===== config.mk =====
export PLATFORM = sky130hd
export DESIGN_NAME = motor_drive
export DESIGN_NICKNAME = d
export VERILOG_FILES = /design/src/rtl/motor_drive.sv
export SDC_FILE = /design/constraint.sdc
export NUM_CORES = 1
export LEC_CHECK = 0
export BUFFER_PORTS_ARGS = -buffer_cell sky130_fd_sc_hd__buf_2
export CAP_MARGIN = 0
export CORE_ASPECT_RATIO = 1.2
export CORE_MARGIN = 4
export CORE_UTILIZATION = 60
export CTS_CLUSTER_DIAMETER = 120
export DETAILED_ROUTE_END_ITERATION = 8
export PLACE_DENSITY = 0.85
export SYNTH_ARGS = -nofsm -noshare
export SYNTH_HDL_FRONTEND = slang
export SYNTH_SLANG_ARGS = --single-unit

===== constraint.sdc =====
create_clock -name clk -period 7.5 [get_ports clk]
set_clock_uncertainty 0.05 [all_clocks]
set_input_delay 0.375 -clock clk [delete_from_list [all_inputs] [get_ports clk]]
set_output_delay 0.375 -clock clk [all_outputs]
set_load 0.005 [all_outputs]

===== src/rtl/motor_drive.sv =====
// motor_drive: motor bridge controller with a ramped PWM duty, braking and
// dead time on direction reversal, and fault lockout.
// Ports:
//   clk, rst_n - clock; asynchronous active-low reset
//   speed_o    - target speed (0 = stop)
//   dir_o      - target direction code
//   fault      - faulty-module flags; any nonzero bit forces FAULT
//   pwm        - registered PWM drive, equal to en && (pwm counter < duty)
//   en         - registered bridge enable
//   dir_q      - direction code currently applied to the bridge
//   duty       - current ramped duty value
//   state_q    - FSM state code (IDLE=0, RUN=1, BRAKE=2, DEAD=3, FAULT=4)
module motor_drive #(
    parameter int unsigned RAMP_DIV  = 4,
    parameter int unsigned DEAD_TIME = 8
) (
    input  logic       clk,
    input  logic       rst_n,
    input  logic [3:0] speed_o,
    input  logic [3:0] dir_o,
    input  logic [2:0] fault,
    output logic       pwm,
    output logic       en,
    output logic [3:0] dir_q,
    output logic [3:0] duty,
    output logic [2:0] state_q
);

    localparam int unsigned PW = (RAMP_DIV  > 1) ? $clog2(RAMP_DIV)  : 1;
    localparam int unsigned DW = (DEAD_TIME > 1) ? $clog2(DEAD_TIME) : 1;

    typedef enum logic [2:0] {
        IDLE  = 3'd0,
        RUN   = 3'd1,
        BRAKE = 3'd2,
        DEAD  = 3'd3,
        FAULT = 3'd4
    } state_e;

    state_e        fsm_q, fsm_d;
    logic [3:0]    duty_q, duty_d;
    logic          en_q, en_d;
    logic          pwm_q, pwm_d;
    logic [3:0]    dir_d;
    logic [3:0]    cnt_q, cnt_d;
    logic [PW-1:0] pre_q, pre_d;
    logic [DW-1:0] dead_q, dead_d;
    logic          ramp_tick;

    // Free-running PWM counter and ramp prescaler
    assign ramp_tick = (pre_q == PW'(RAMP_DIV - 1));
    assign cnt_d     = cnt_q + 4'd1;
    assign pre_d     = ramp_tick ? '0 : pre_q + PW'(1);

    // Next-state and next-output logic
    always_comb begin
        fsm_d  = fsm_q;
        duty_d = duty_q;
        en_d   = en_q;
        dir_d  = dir_q;
        dead_d = '0;

        if (fault != 3'd0) begin
            // Fault overrides everything, including a pending transition
            fsm_d  = FAULT;
            duty_d = 4'd0;
            en_d   = 1'b0;
        end else begin
            case (fsm_q)
                IDLE: begin
                    duty_d = 4'd0;
                    en_d   = 1'b0;
                    if (speed_o != 4'd0) begin
                        fsm_d = RUN;
                        dir_d = dir_o;
                        en_d  = 1'b1;
                    end
                end
                RUN: begin
                    en_d = 1'b1;
                    if (dir_o != dir_q) begin
                        // Reversal: brake down first unless already stopped
                        if (duty_q != 4'd0) begin
                            fsm_d = BRAKE;
                        end else begin
                            fsm_d = DEAD;
                            en_d  = 1'b0;
                        end
                    end else if ((speed_o == 4'd0) && (duty_q == 4'd0)) begin
                        fsm_d = IDLE;
                        en_d  = 1'b0;
                    end else if (ramp_tick) begin
                        if (duty_q < speed_o) begin
                            duty_d = duty_q + 4'd1;
                        end else if (duty_q > speed_o) begin
                            duty_d = duty_q - 4'd1;
                        end
                    end
                end
                BRAKE: begin
                    // Committed: a direction flip back does not abort braking
                    en_d = 1'b1;
                    if (duty_q == 4'd0) begin
                        fsm_d = DEAD;
                        en_d  = 1'b0;
                    end else if (ramp_tick) begin
                        duty_d = duty_q - 4'd1;
                    end
                end
                DEAD: begin
                    duty_d = 4'd0;
                    en_d   = 1'b0;
                    if (dead_q == DW'(DEAD_TIME - 1)) begin
                        dir_d = dir_o;
                        if (speed_o != 4'd0) begin
                            fsm_d = RUN;
                            en_d  = 1'b1;
                        end else begin
                            fsm_d = IDLE;
                        end
                    end else begin
                        dead_d = dead_q + DW'(1);
                    end
                end
                FAULT: begin
                    duty_d = 4'd0;
                    en_d   = 1'b0;
                    fsm_d  = IDLE;
                end
                default: begin
                    duty_d = 4'd0;
                    en_d   = 1'b0;
                    fsm_d  = IDLE;
                end
            endcase
        end
    end

    // PWM compare uses next-cycle values so pwm, en and duty stay coherent
    assign pwm_d = en_d & (cnt_d < duty_d);

    // State and output registers
    always_ff @(posedge clk or negedge rst_n) begin
        if (!rst_n) begin
            fsm_q  <= IDLE;
            duty_q <= 4'd0;
            en_q   <= 1'b0;
            pwm_q  <= 1'b0;
            dir_q  <= 4'd0;
            cnt_q  <= 4'd0;
            pre_q  <= '0;
            dead_q <= '0;
        end else begin
            fsm_q  <= fsm_d;
            duty_q <= duty_d;
            en_q   <= en_d;
            pwm_q  <= pwm_d;
            dir_q  <= dir_d;
            cnt_q  <= cnt_d;
            pre_q  <= pre_d;
            dead_q <= dead_d;
        end
    end

    assign pwm     = pwm_q;
    assign en      = en_q;
    assign duty    = duty_q;
    assign state_q = fsm_q;

endmodule


==> run_results.csv, run 1 <==
group,metric,value,unit
clock_tree,cts_buffer_depth,2,
die,core_area,0.002354,mm2
synthesis,synth_area,0.001520,mm2
final_layout,num-fill-cells,170,
setup_path,crit_family,"compound AO/OA/AOI/OAI gates",
die,die_y,63.14,um
final_layout,syn_to_final_growth,12.35,%
setup_path,start_kind,"flip-flop",
synthesis,synth_flop_cell,"dfrtp_1",
clock_tree,clk_latency,310,ps
timing,max_slew_margin,0.5024,
synthesis,syn_nets,183,
run_status,outcome,"completed",
timing,rsz0062_at_grt,"no",
setup_path,critPathArrivalTime,2990,ps
route,drc_errors,0,
setup_path,required,7670,ps
route,detail_route.first_pass.iterations,4,
synthesis,synth_cells,157,
synthesis,seq_area_frac_synth,0.3621,
placed_design,gp_congestion,0.9370,
global_routing,grt_pass1_vias,1332,
final_layout,layout_commonest_cell,"buf_2",
placed_design,dp_hpwl,2.774,mm
final_layout,final_cell_mix,"buf_2 (25), dfrtp_1 (22), ha_1 (13)",
timing,hold_violations,0,
synthesis,synth_area_leaders,"dfrtp_1 (36%), ha_1 (11%), xnor2_1 (4.0%), mux2_2 (3.0%), o211ai_1 (3.0%)",
timing,fmax,0.3542,GHz
setup_path,worstSetupPathType,"reg2reg",
timing,setup_ws,4677,ps
clock_tree,cts_buffers,3,
setup_path,r2r_start,"state_q[0]",
clock_tree,ctsResizeCount,0,
route,drt-vias-per-instance,6.347,
hold_path,min_path_cells,2,
setup_path,cp_max_fo,13,
run,maxCapViolations,0,
clock_tree,tritoncts,"yes",
setup_path,crit_path_end_kind,"flip-flop",
synthesis,synth_async_sr_flop_share,1.000,
timing,period_minus_slack,2823,ps
power_and_ir_drop,leakage,0.8018,nW
power_and_ir_drop,peakVddDrop,0.1379,mV
hold_path,hold_class,"in2reg",
final_layout,antenna_cells,0,
global_routing,grt.total_usage,0.2324,
synthesis,yosysWarnings,0,
setup_path,r2r-end,"pwm",
setup_path,cpMaxStageDelayCell,"dfrtp_1",
setup_path,rr_worst_depth,9,
final_layout,drive_gt1_frac,0.2308,
setup_path,path_buf_inv,0,
die,die_area,0.003406,mm2
timing,fin_tns_setup,0,ps
timing,finalCritPeriodShare,0.3765,
global_routing,grt_pass1_wl,5.961,mm
timing,tightest_slew,740.7,ps
timing,slew_violations,0,
synthesis,synth.avg_cell_area,9.683,um2
global_routing,grt_overflow,0,
synthesis,synth.top_cell.area_share,0.3621,
placed_design,place_ws,4736,ps
synthesis,synth-seq-cells,22,
route,drtIter0Drc,25,
clock_tree,clkTransAtPathRegs,130,ps
die,fp.dieW,53.95,um
power_and_ir_drop,pwr_density_cell,132.6,mW/mm2
route,vias,1352,
clock_tree,htree_levels,1,
timing,setup_viol,0,
die,std_cell_rows,19,
synthesis,synth_edf_count,0,
route,ant_nets,0,
clock_tree,cts.sinks,22,
final_layout,nets,209,
route,wl_per_cell,16.90,um
synthesis,synth_cell_types,47,
clock_tree,root_buffer,"clkbuf_4",
route,routed_wirelength,3.599,mm
synthesis,yosysTopAreaCell,"dfrtp_1",
die,initial_utilization,0.6459,
hold_path,hold_end,"dir_q[0]",
setup_path,rrSetupSlack,4680,ps
placed_design,io_buffers,25,
hold_path,hold_start,"dir_o[0]",
die,ios,26,
global_routing,antenna_found_initial,0,
setup_path,critPathMaxStageDelay,600,ps
global_routing,grt_max_degree,23,
setup_path,crit_chain,"or3b_4, a41o_4, a31oi_4, o221ai_2, a21boi_1, a211o_1, ha_1, o211ai_1, o211a_1",
==> cells in the mapped netlist, drive strengths merged, types with 2 or more instances <==
cell type,n
nor3,6
clkbuf,2
nand2b,2
a211o,2
mux2,4
nor3b,3
o21ai,6
or4,2
dfrtp,22
nand3,6
a21oi,7
ha,13
inv,10
a21boi,2
a31oi,3
mux2i,2
xnor2,7
or3b,3
nand2,10
nor2,11
o211a,2
a211oi,4
o22ai,2
buf,3
o211ai,6
==> through the flow <==
step	util	hold WS (ps)	std cells	cell area (um2)	power (W)
2_1_floorplan	-	29.41	157	1520	0.0001470
3_3_place_gp	0.7060	301.3	208	1662	0.0001599
3_5_place_dp	0.7060	309.5	208	1662	0.0001615
4_1_cts	0.7257	265.0	213	1708	0.0002258
5_1_grt	0.7257	258.0	213	1708	0.0002365
6_report	0.7257	266.2	213	1708	0.0002265
==> kinds of logic (layout without fill, tap and decap cells) <==
| logic type | Yosys count | in the layout | synth area share |
|---|---|---|---|
| AND/OR/NAND/NOR | 50 | 50 | 0.1770 |
| flip-flops | 22 | 22 | 0.3621 |
| multiplexers | 6 | 6 | 0.04280 |
| AO/OA/AOI/OAI | 43 | 43 | 0.2255 |
| XOR/XNOR | 8 | 8 | 0.04609 |
| buffers and inverters | 15 | 40 | 0.03951 |
| adder cells (fa/ha/maj) | 13 | 13 | 0.1070 |
==> report_power, final <==
group	switching [W]	total (W)	internal, W	leakage [nW]
Clock	0.0000373	0.0000670	0.0000297	0.0210
Combinational	0.0000162	0.0000316	0.0000154	0.491
Sequential	0.00000461	0.000128	0.000123	0.290
Total	0.0000581	0.000226	0.000168	0.802
==> routing by layer <==
| layer | vias to the layer above | routed length, um | global-route usage |
|---|---|---|---|
| li1 | 636 | - | - |
| met3 | 11 | 192 | 0.03066 |
| met1 | 649 | 1532 | 0.3044 |
| met4 | 0 | 98 | 0.1118 |
| met2 | 56 | 1775 | 0.3667 |
| met5 | - | 0 | 0 |
==> area by class of cell <==
| cell class | instances | area [um2] | share of cell area |
|---|---|---|---|
| Multi-Input combinational cell | 120 | 909.6 | 0.5326 |
| Sequential cell | 22 | 550.5 | 0.3223 |
| Timing Repair Buffer | 26 | 135.1 | 0.07912 |
| Tap cell | 31 | 38.79 | 0.02271 |
| Inverter | 10 | 37.54 | 0.02198 |
| Clock buffer | 4 | 36.28 | 0.02125 |
==> flip-flops by register name (all words and copies together) (netlist names) <==
| register | count |
|---|---|
| cnt_q | 4 |
| dead_q | 3 |
| dir_q | 4 |
| duty | 4 |
| en | 1 |
| pre_q | 2 |
| pwm | 1 |
| state_q | 3 |
==> worst max-delay path by stage <==
stage	startpoint	to	slack, ps	cells past startpoint
final	state_q[0]	pwm	4680	9
after CTS	state_q[0]	pwm	4700	9
after floorplan	state_q[2]	pwm	5010	9
after detailed placement	state_q[0]	pwm	4740	9
after global routing	state_q[0]	pwm	4560	9
after global placement	state_q[0]	pwm	4750	9
==> repair_timing <==
action                                 4_1_cts  5_1_grt
setup buffers                                0        0
hold buffers                                 1        0
endpoints found under the hold margin       22        0
(Power assumes the default switching activity.)
==> run 2: changes to the inputs <==
--- a/config.mk
+++ b/config.mk
@@ -9,10 +9,10 @@
 export CAP_MARGIN = 0
 export CORE_ASPECT_RATIO = 1.2
 export CORE_MARGIN = 4
-export CORE_UTILIZATION = 60
+export CORE_UTILIZATION = 50
 export CTS_CLUSTER_DIAMETER = 120
 export DETAILED_ROUTE_END_ITERATION = 8
-export PLACE_DENSITY = 0.85
+export PLACE_DENSITY = 0.76
 export SYNTH_ARGS = -nofsm -noshare
 export SYNTH_HDL_FRONTEND = slang
 export SYNTH_SLANG_ARGS = --single-unit
==> constraint.sdc (replaced) <==
create_clock -name clk -period 2.3 [get_ports clk]
set_clock_uncertainty 0.05 [all_clocks]
set_input_delay 0.115 -clock clk [delete_from_list [all_inputs] [get_ports clk]]
set_output_delay 0.115 -clock clk [all_outputs]
set_load 0.005 [all_outputs]
==> run_results.csv, run 2 (synthesis gave the netlist of run 1 again) <==
group,metric,value,unit
run_status,outcome,"finished, violations left",
run_status,failed_checks,"setup timing",
final_layout,drive_gt1_frac,0.3955,
die,die_y,68.40,um
clock_tree,htree_levels,1,
setup_path,crit_path_end_kind,"flip-flop",
final_layout,syn_to_final_growth,38.11,%
route,wl_met3,193,um
final_layout,antenna_cells,0,
placed_design,place.detailed.instances,241,
clock_tree,clkTransAtPathRegs,130,ps
setup_path,worstSetupPathType,"reg2reg",
route,detail_route.first_pass.iterations,4,
die,core_area,0.002864,mm2
clock_tree,clk_latency,310,ps
route,vias,1524,
global_routing,grt_pass1_vias,1537,
final_layout,num-fill-cells,195,
timing,fin_tns_setup,-282.7,ps
power_and_ir_drop,p_total,0.0008618,W
setup_path,rrSetupSlack,-280,ps
route,routed_wirelength,4.337,mm
timing,rsz0062_at_grt,"yes",
route,routed.top_layer,"met4",
die,die_area,0.003990,mm2
global_routing,grt.total_usage,0.2271,
placed_design,dp_hpwl,3.191,mm
timing,max_slew_margin,0.5751,
timing,period_minus_slack,2583,ps
timing,finalCritPeriodShare,1.123,
placed_design,io_buffers,25,
clock_tree,cts.sinks,22,
power_and_ir_drop,pwr_density_cell,410.5,mW/mm2
route,drc_errors,0,
clock_tree,tritoncts,"yes",
power_and_ir_drop,peakVddDrop,0.3208,mV
final_layout,layout_commonest_cell,"buf_4",
timing,hold_slack,196.1,ps
clock_tree,cts_buffer_depth,2,
hold_path,hold_class,"in2reg",
run,maxCapViolations,0,
global_routing,antenna_found_initial,0,
timing,slew_violations,0,
die,ios,26,
final_layout,stdcell_count,254,
setup_path,start_kind,"flip-flop",
clock_tree,root_buffer,"clkbuf_4",
setup_path,critPathArrivalTime,2750,ps
clock_tree,cts_buffers,3,
placed_design,place_area,0.001903,mm2
route,drtIter0Drc,46,
power_and_ir_drop,leakage,1.008,nW
timing,fmax,0.3872,GHz
timing,hold_violations,0,
route,dr_wl_met2,2.270,mm
route,ant_nets,0,
final_layout,fin_area,0.002100,mm2
route,wl_per_cell,17.07,um
placed_design,gp_congestion,0.9627,
timing,tightest_slew,631.5,ps
setup_path,cp_max_fo,4,
global_routing,grt_pass1_wl,6.900,mm
global_routing,grt_overflow,0,
die,std_cell_rows,21,
timing,setup_viol,1,
die,initial_utilization,0.5308,
route,drt-met1-wl,1.703,mm
global_routing,grt_max_degree,23,
setup_path,required,2470,ps
final_layout,nets,247,
timing,setup_ws,-282.7,ps
die,fp.dieW,58.34,um
route,drt-vias-per-instance,6.000,
final_layout,final_cell_mix,"buf_4 (34), buf_2 (25), dfrtp_1 (21)",
==> run 2: cell count changes in the layout (fill, tap and decap cells not counted), moves of 2 or more <==
cell	previous run	this run
dlygate4sd3_1	1	5
buf_4	0	34
a21oi_1	7	5
nor3_1	6	4
nor3_2	0	2
a21oi_2	0	2
ha_4	0	2
ha_1	13	11
==> run 2: final timing paths <==
kind                           from         end  depth (start not counted)
setup / recovery            duty[1]         pwm                         10
hold / removal             fault[2]  state_q[0]                          5
setup reg to reg            duty[1]         pwm                         10
hold reg to reg            pre_q[0]    pre_q[0]                          1
max in group asynchronous     rst_n     duty[1]                          2
min in group asynchronous     rst_n     duty[3]                          2
==> run 2: worst max-delay path, stage by stage (launching register included) <==
cell,delay [ps]
dfrtp_2,470
ha_4,230
nor2b_4,130
o211ai_1,310
a21oi_1,140
o211ai_1,220
a21boi_2,90
a211o_1,260
ha_1,290
o211ai_1,70
o211a_1,230
==> run 2: cell type report <==
class	count	area (um2)	share of cell area
Multi-Input combinational cell	120	984.7	0.4690
Sequential cell	22	551.8	0.2628
Timing Repair Buffer	64	430.4	0.2050
Tap cell	34	42.54	0.02026
Inverter	10	37.54	0.01788
Clock inverter	1	30.03	0.01430
Clock buffer	3	22.52	0.01073
==> run 2: power breakdown <==
| group | total, W | switching [W] | internal [W] |
|---|---|---|---|
| Clock | 0.000302 | 0.000125 | 0.000176 |
| Combinational | 0.000144 | 0.0000677 | 0.0000764 |
| Sequential | 0.000416 | 0.0000140 | 0.000402 |
| Total | 0.000862 | 0.000207 | 0.000655 |
==> run 2: per-stage QoR <==
stage                       util  worst slack (ps)
final                     0.7331            -282.7
after global routing      0.7331            -354.0
after CTS                 0.7029            -230.7
after detailed placement  0.6645            -274.2
after global placement    0.6645            -173.9
after floorplan                -            -157.3
==> run 2: repair_timing <==
action                                  4_1_cts  5_1_grt
endpoints found under the setup margin        1        2
hold buffers                                  3        2
resized for setup                             2        9
buffers inserted                              2        2
pin swaps                                     5        8
endpoints found under the hold margin        24        2
==> run 2: layer usage <==
| metal | vias to the layer above | track usage |
|---|---|---|
| li1 | 711 | - |
| met1 | 730 | 0.2599 |
| met2 | 63 | 0.4204 |
| met3 | 20 | 0.03019 |
| met4 | 0 | 0.09275 |
| met5 | - | 0 |
==> run 3: changes to the inputs <==
--- a/config.mk
+++ b/config.mk
@@ -10,9 +10,10 @@
 export CORE_ASPECT_RATIO = 1.2
 export CORE_MARGIN = 4
 export CORE_UTILIZATION = 50
+export CTS_BUF_LIST = sky130_fd_sc_hd__clkbuf_16
 export CTS_CLUSTER_DIAMETER = 120
 export DETAILED_ROUTE_END_ITERATION = 8
-export PLACE_DENSITY = 0.76
+export PLACE_DENSITY = 0.75
 export SYNTH_ARGS = -nofsm -noshare
 export SYNTH_HDL_FRONTEND = slang
 export SYNTH_SLANG_ARGS = --single-unit
==> run_results.csv, run 3 (synthesis gave the netlist of run 1 again) <==
group,metric,value,unit
timing,rsz0062_at_grt,"yes",
die,fp.dieW,58.34,um
die,std_cell_rows,21,
global_routing,grt_overflow,0,
clock_tree,cts_buffer_depth,2,
power_and_ir_drop,power_switching,0.0002321,W
clock_tree,cts.sinks,22,
power_and_ir_drop,p_comb_frac,0.135,
route,wl_met3,270,um
clock_tree,clk_latency,260,ps
power_and_ir_drop,seqPwrFrac,0.395,
global_routing,grt.total_usage,0.2355,
setup_path,start_kind,"flip-flop",
die,die_area,0.003990,mm2
setup_path,crit_chain,"ha_4, nor2b_4, o211ai_1, and3_1, o211ai_1, a21boi_2, a211o_1, ha_1, o211ai_1, o211a_1",
setup_path,critPathMaxStageDelay,420,ps
placed_design,dp_hpwl,3.037,mm
clock_tree,cts_buffers,3,
timing,slew_violations,0,
power_and_ir_drop,leakage,1.051,nW
final_layout,drive_gt1_frac,0.4505,
power_and_ir_drop,peakVddDrop,0.5643,mV
die,initial_utilization,0.5308,
final_layout,nets,249,
route,wl_per_cell,18.40,um
timing,setup_ws,-279.0,ps
timing,finalCritPeriodShare,1.121,
setup_path,critPathArrivalTime,2680,ps
route,routed.top_layer,"met4",
final_layout,multi_input_area,0.001017,mm2
clock_tree,clkTransAtPathRegs,60,ps
route,ant_nets,0,
run_status,outcome,"finished, violations left",
timing,setup_viol,1,
route,dr_wl_met2,2.552,mm
setup_path,critPathLaunch,"duty[1]",
run_status,failed_checks,"DRC, setup timing",
setup_path,r2r-end,"pwm",
setup_path,cp_max_fo,3,
final_layout,antenna_cells,0,
power_and_ir_drop,p_total,0.001054,W
clock_tree,root_buffer,"clkbuf_16",
route,drt-met1-wl,1.779,mm
setup_path,crit_path_end_kind,"flip-flop",
global_routing,antenna_found_initial,0,
route,drtIter0Drc,87,
placed_design,place_area,0.001911,mm2
timing,period_minus_slack,2579,ps
placed_design,io_buffers,25,
global_routing,grt_pass1_vias,1598,
final_layout,utilization,0.7641,
timing,tightest_slew,637.7,ps
setup_path,worstSetupPathType,"reg2reg",
final_layout,num-fill-cells,179,
timing,hold_violations,0,
route,drt-vias-per-instance,6.137,
placed_design,gp_congestion,0.9557,
setup_path,endpoint,"pwm",
die,core_area,0.002864,mm2
setup_path,cpMaxStageDelayCell,"dfrtp_1",
power_and_ir_drop,pwr_density_cell,481.5,mW/mm2
global_routing,grt_pass1_wl,7.134,mm
route,drc_errors,1,
setup_path,r2r_start,"duty[1]",
final_layout,stdcell_count,256,
final_layout,syn_to_final_growth,43.95,%
route,detail_route.first_pass.iterations,6,
final_layout,layout_commonest_cell,"buf_4",
timing,fmax,0.3877,GHz
placed_design,place.detailed.instances,242,
route,vias,1571,
timing,max_slew_margin,0.5710,
die,die_y,68.40,um
setup_path,required,2400,ps
route,routed_wirelength,4.710,mm
final_layout,final_cell_mix,"buf_4 (40), buf_2 (25), dfrtp_1 (22)",
global_routing,grt_max_degree,23,
power_and_ir_drop,power.internal,0.0008215,W
setup_path,rr_worst_depth,10,
die,ios,26,
power_and_ir_drop,switching_share,0.2203,
final_layout,seq_area,550.5,um2
clock_tree,htree_levels,1,
setup_path,crit_path_frequent_cell,"o211ai_1",
hold_path,hold_class,"in2reg",
clock_tree,tritoncts,"yes",
run,maxCapViolations,0,
final_layout,fin_area,0.002188,mm2
power_and_ir_drop,clkPwrFrac,0.470,
setup_path,rrSetupSlack,-280,ps
[run 3: cell count changes in the layout (fill, tap and decap cells not counted), sizes merged]
cell         change
dlygate4sd3      -4
buf              +6
[run 3: worst min-delay path by stage]
stage / slack [ps] / end / cells after the start / start
after floorplan: -230 / cnt_q[0] / 0 / rst_n
after global placement: 60 / duty[3] / 1 / rst_n
after detailed placement: 60 / duty[3] / 1 / rst_n
after CTS: 70 / dir_q[1] / 2 / dir_o[1]
after global routing: 80 / dir_q[0] / 2 / dir_o[0]
final: 70 / dir_q[1] / 2 / dir_o[1]
[run 3: final cells by class]
| type | instances | share of cell area |
|---|---|---|
| clock buffer | 3 | 0.03431 |
| clock inverter | 1 | 0.01372 |
| inverter | 10 | 0.01715 |
| multi-input combinational | 120 | 0.4648 |
| sequential | 22 | 0.2516 |
| tap | 34 | 0.01944 |
| timing repair buffer | 66 | 0.1990 |
[run 3: metrics by stage]
step                TNS (ps)  hold WS, ps  worst slack [ps]
global route          -467.7        80.00            -380.7
CTS                   -229.4        71.99            -229.4
global placement      -171.0        55.08            -171.0
finish                -279.0        70.66            -279.0
detailed placement    -257.0        59.33            -257.0
floorplan             -157.3       -230.6            -157.3
[run 3: what timing repair did]
item	4_1_cts	5_1_grt
buffers inserted	5	5
cloned	0	0
pin swaps	9	15
endpoints found under the setup margin	1	2
endpoints found under the hold margin	22	0
resized for setup	3	16
hold buffers	1	0
[run 3: per-layer routing]
layer | vias to the layer above | GRT usage
li1 | 715 | -
met3 | 11 | 0.04528
met2 | 59 | 0.4455
met5 | - | 0
met1 | 786 | 0.2520
met4 | 0 | 0.09855
[run 3: critical path, delay by kind of cell, from the launching register on]
kind	cells	cell delay (ps)
AO/OA/AOI/OAI	6	1050
adder cells (fa/ha/maj)	2	560
flip-flops	1	420
AND/OR/NAND/NOR	2	390
[run 3: power groups by stage]
stage | sequential, W | clock, W | combinational (W)
floorplan | 0.000424 | 0 | 0.0000557
global placement | 0.000420 | 0 | 0.000120
detailed placement | 0.000423 | 0 | 0.000125
CTS | 0.000416 | 0.000497 | 0.000132
global route | 0.000418 | 0.000512 | 0.000156
finish | 0.000416 | 0.000495 | 0.000143
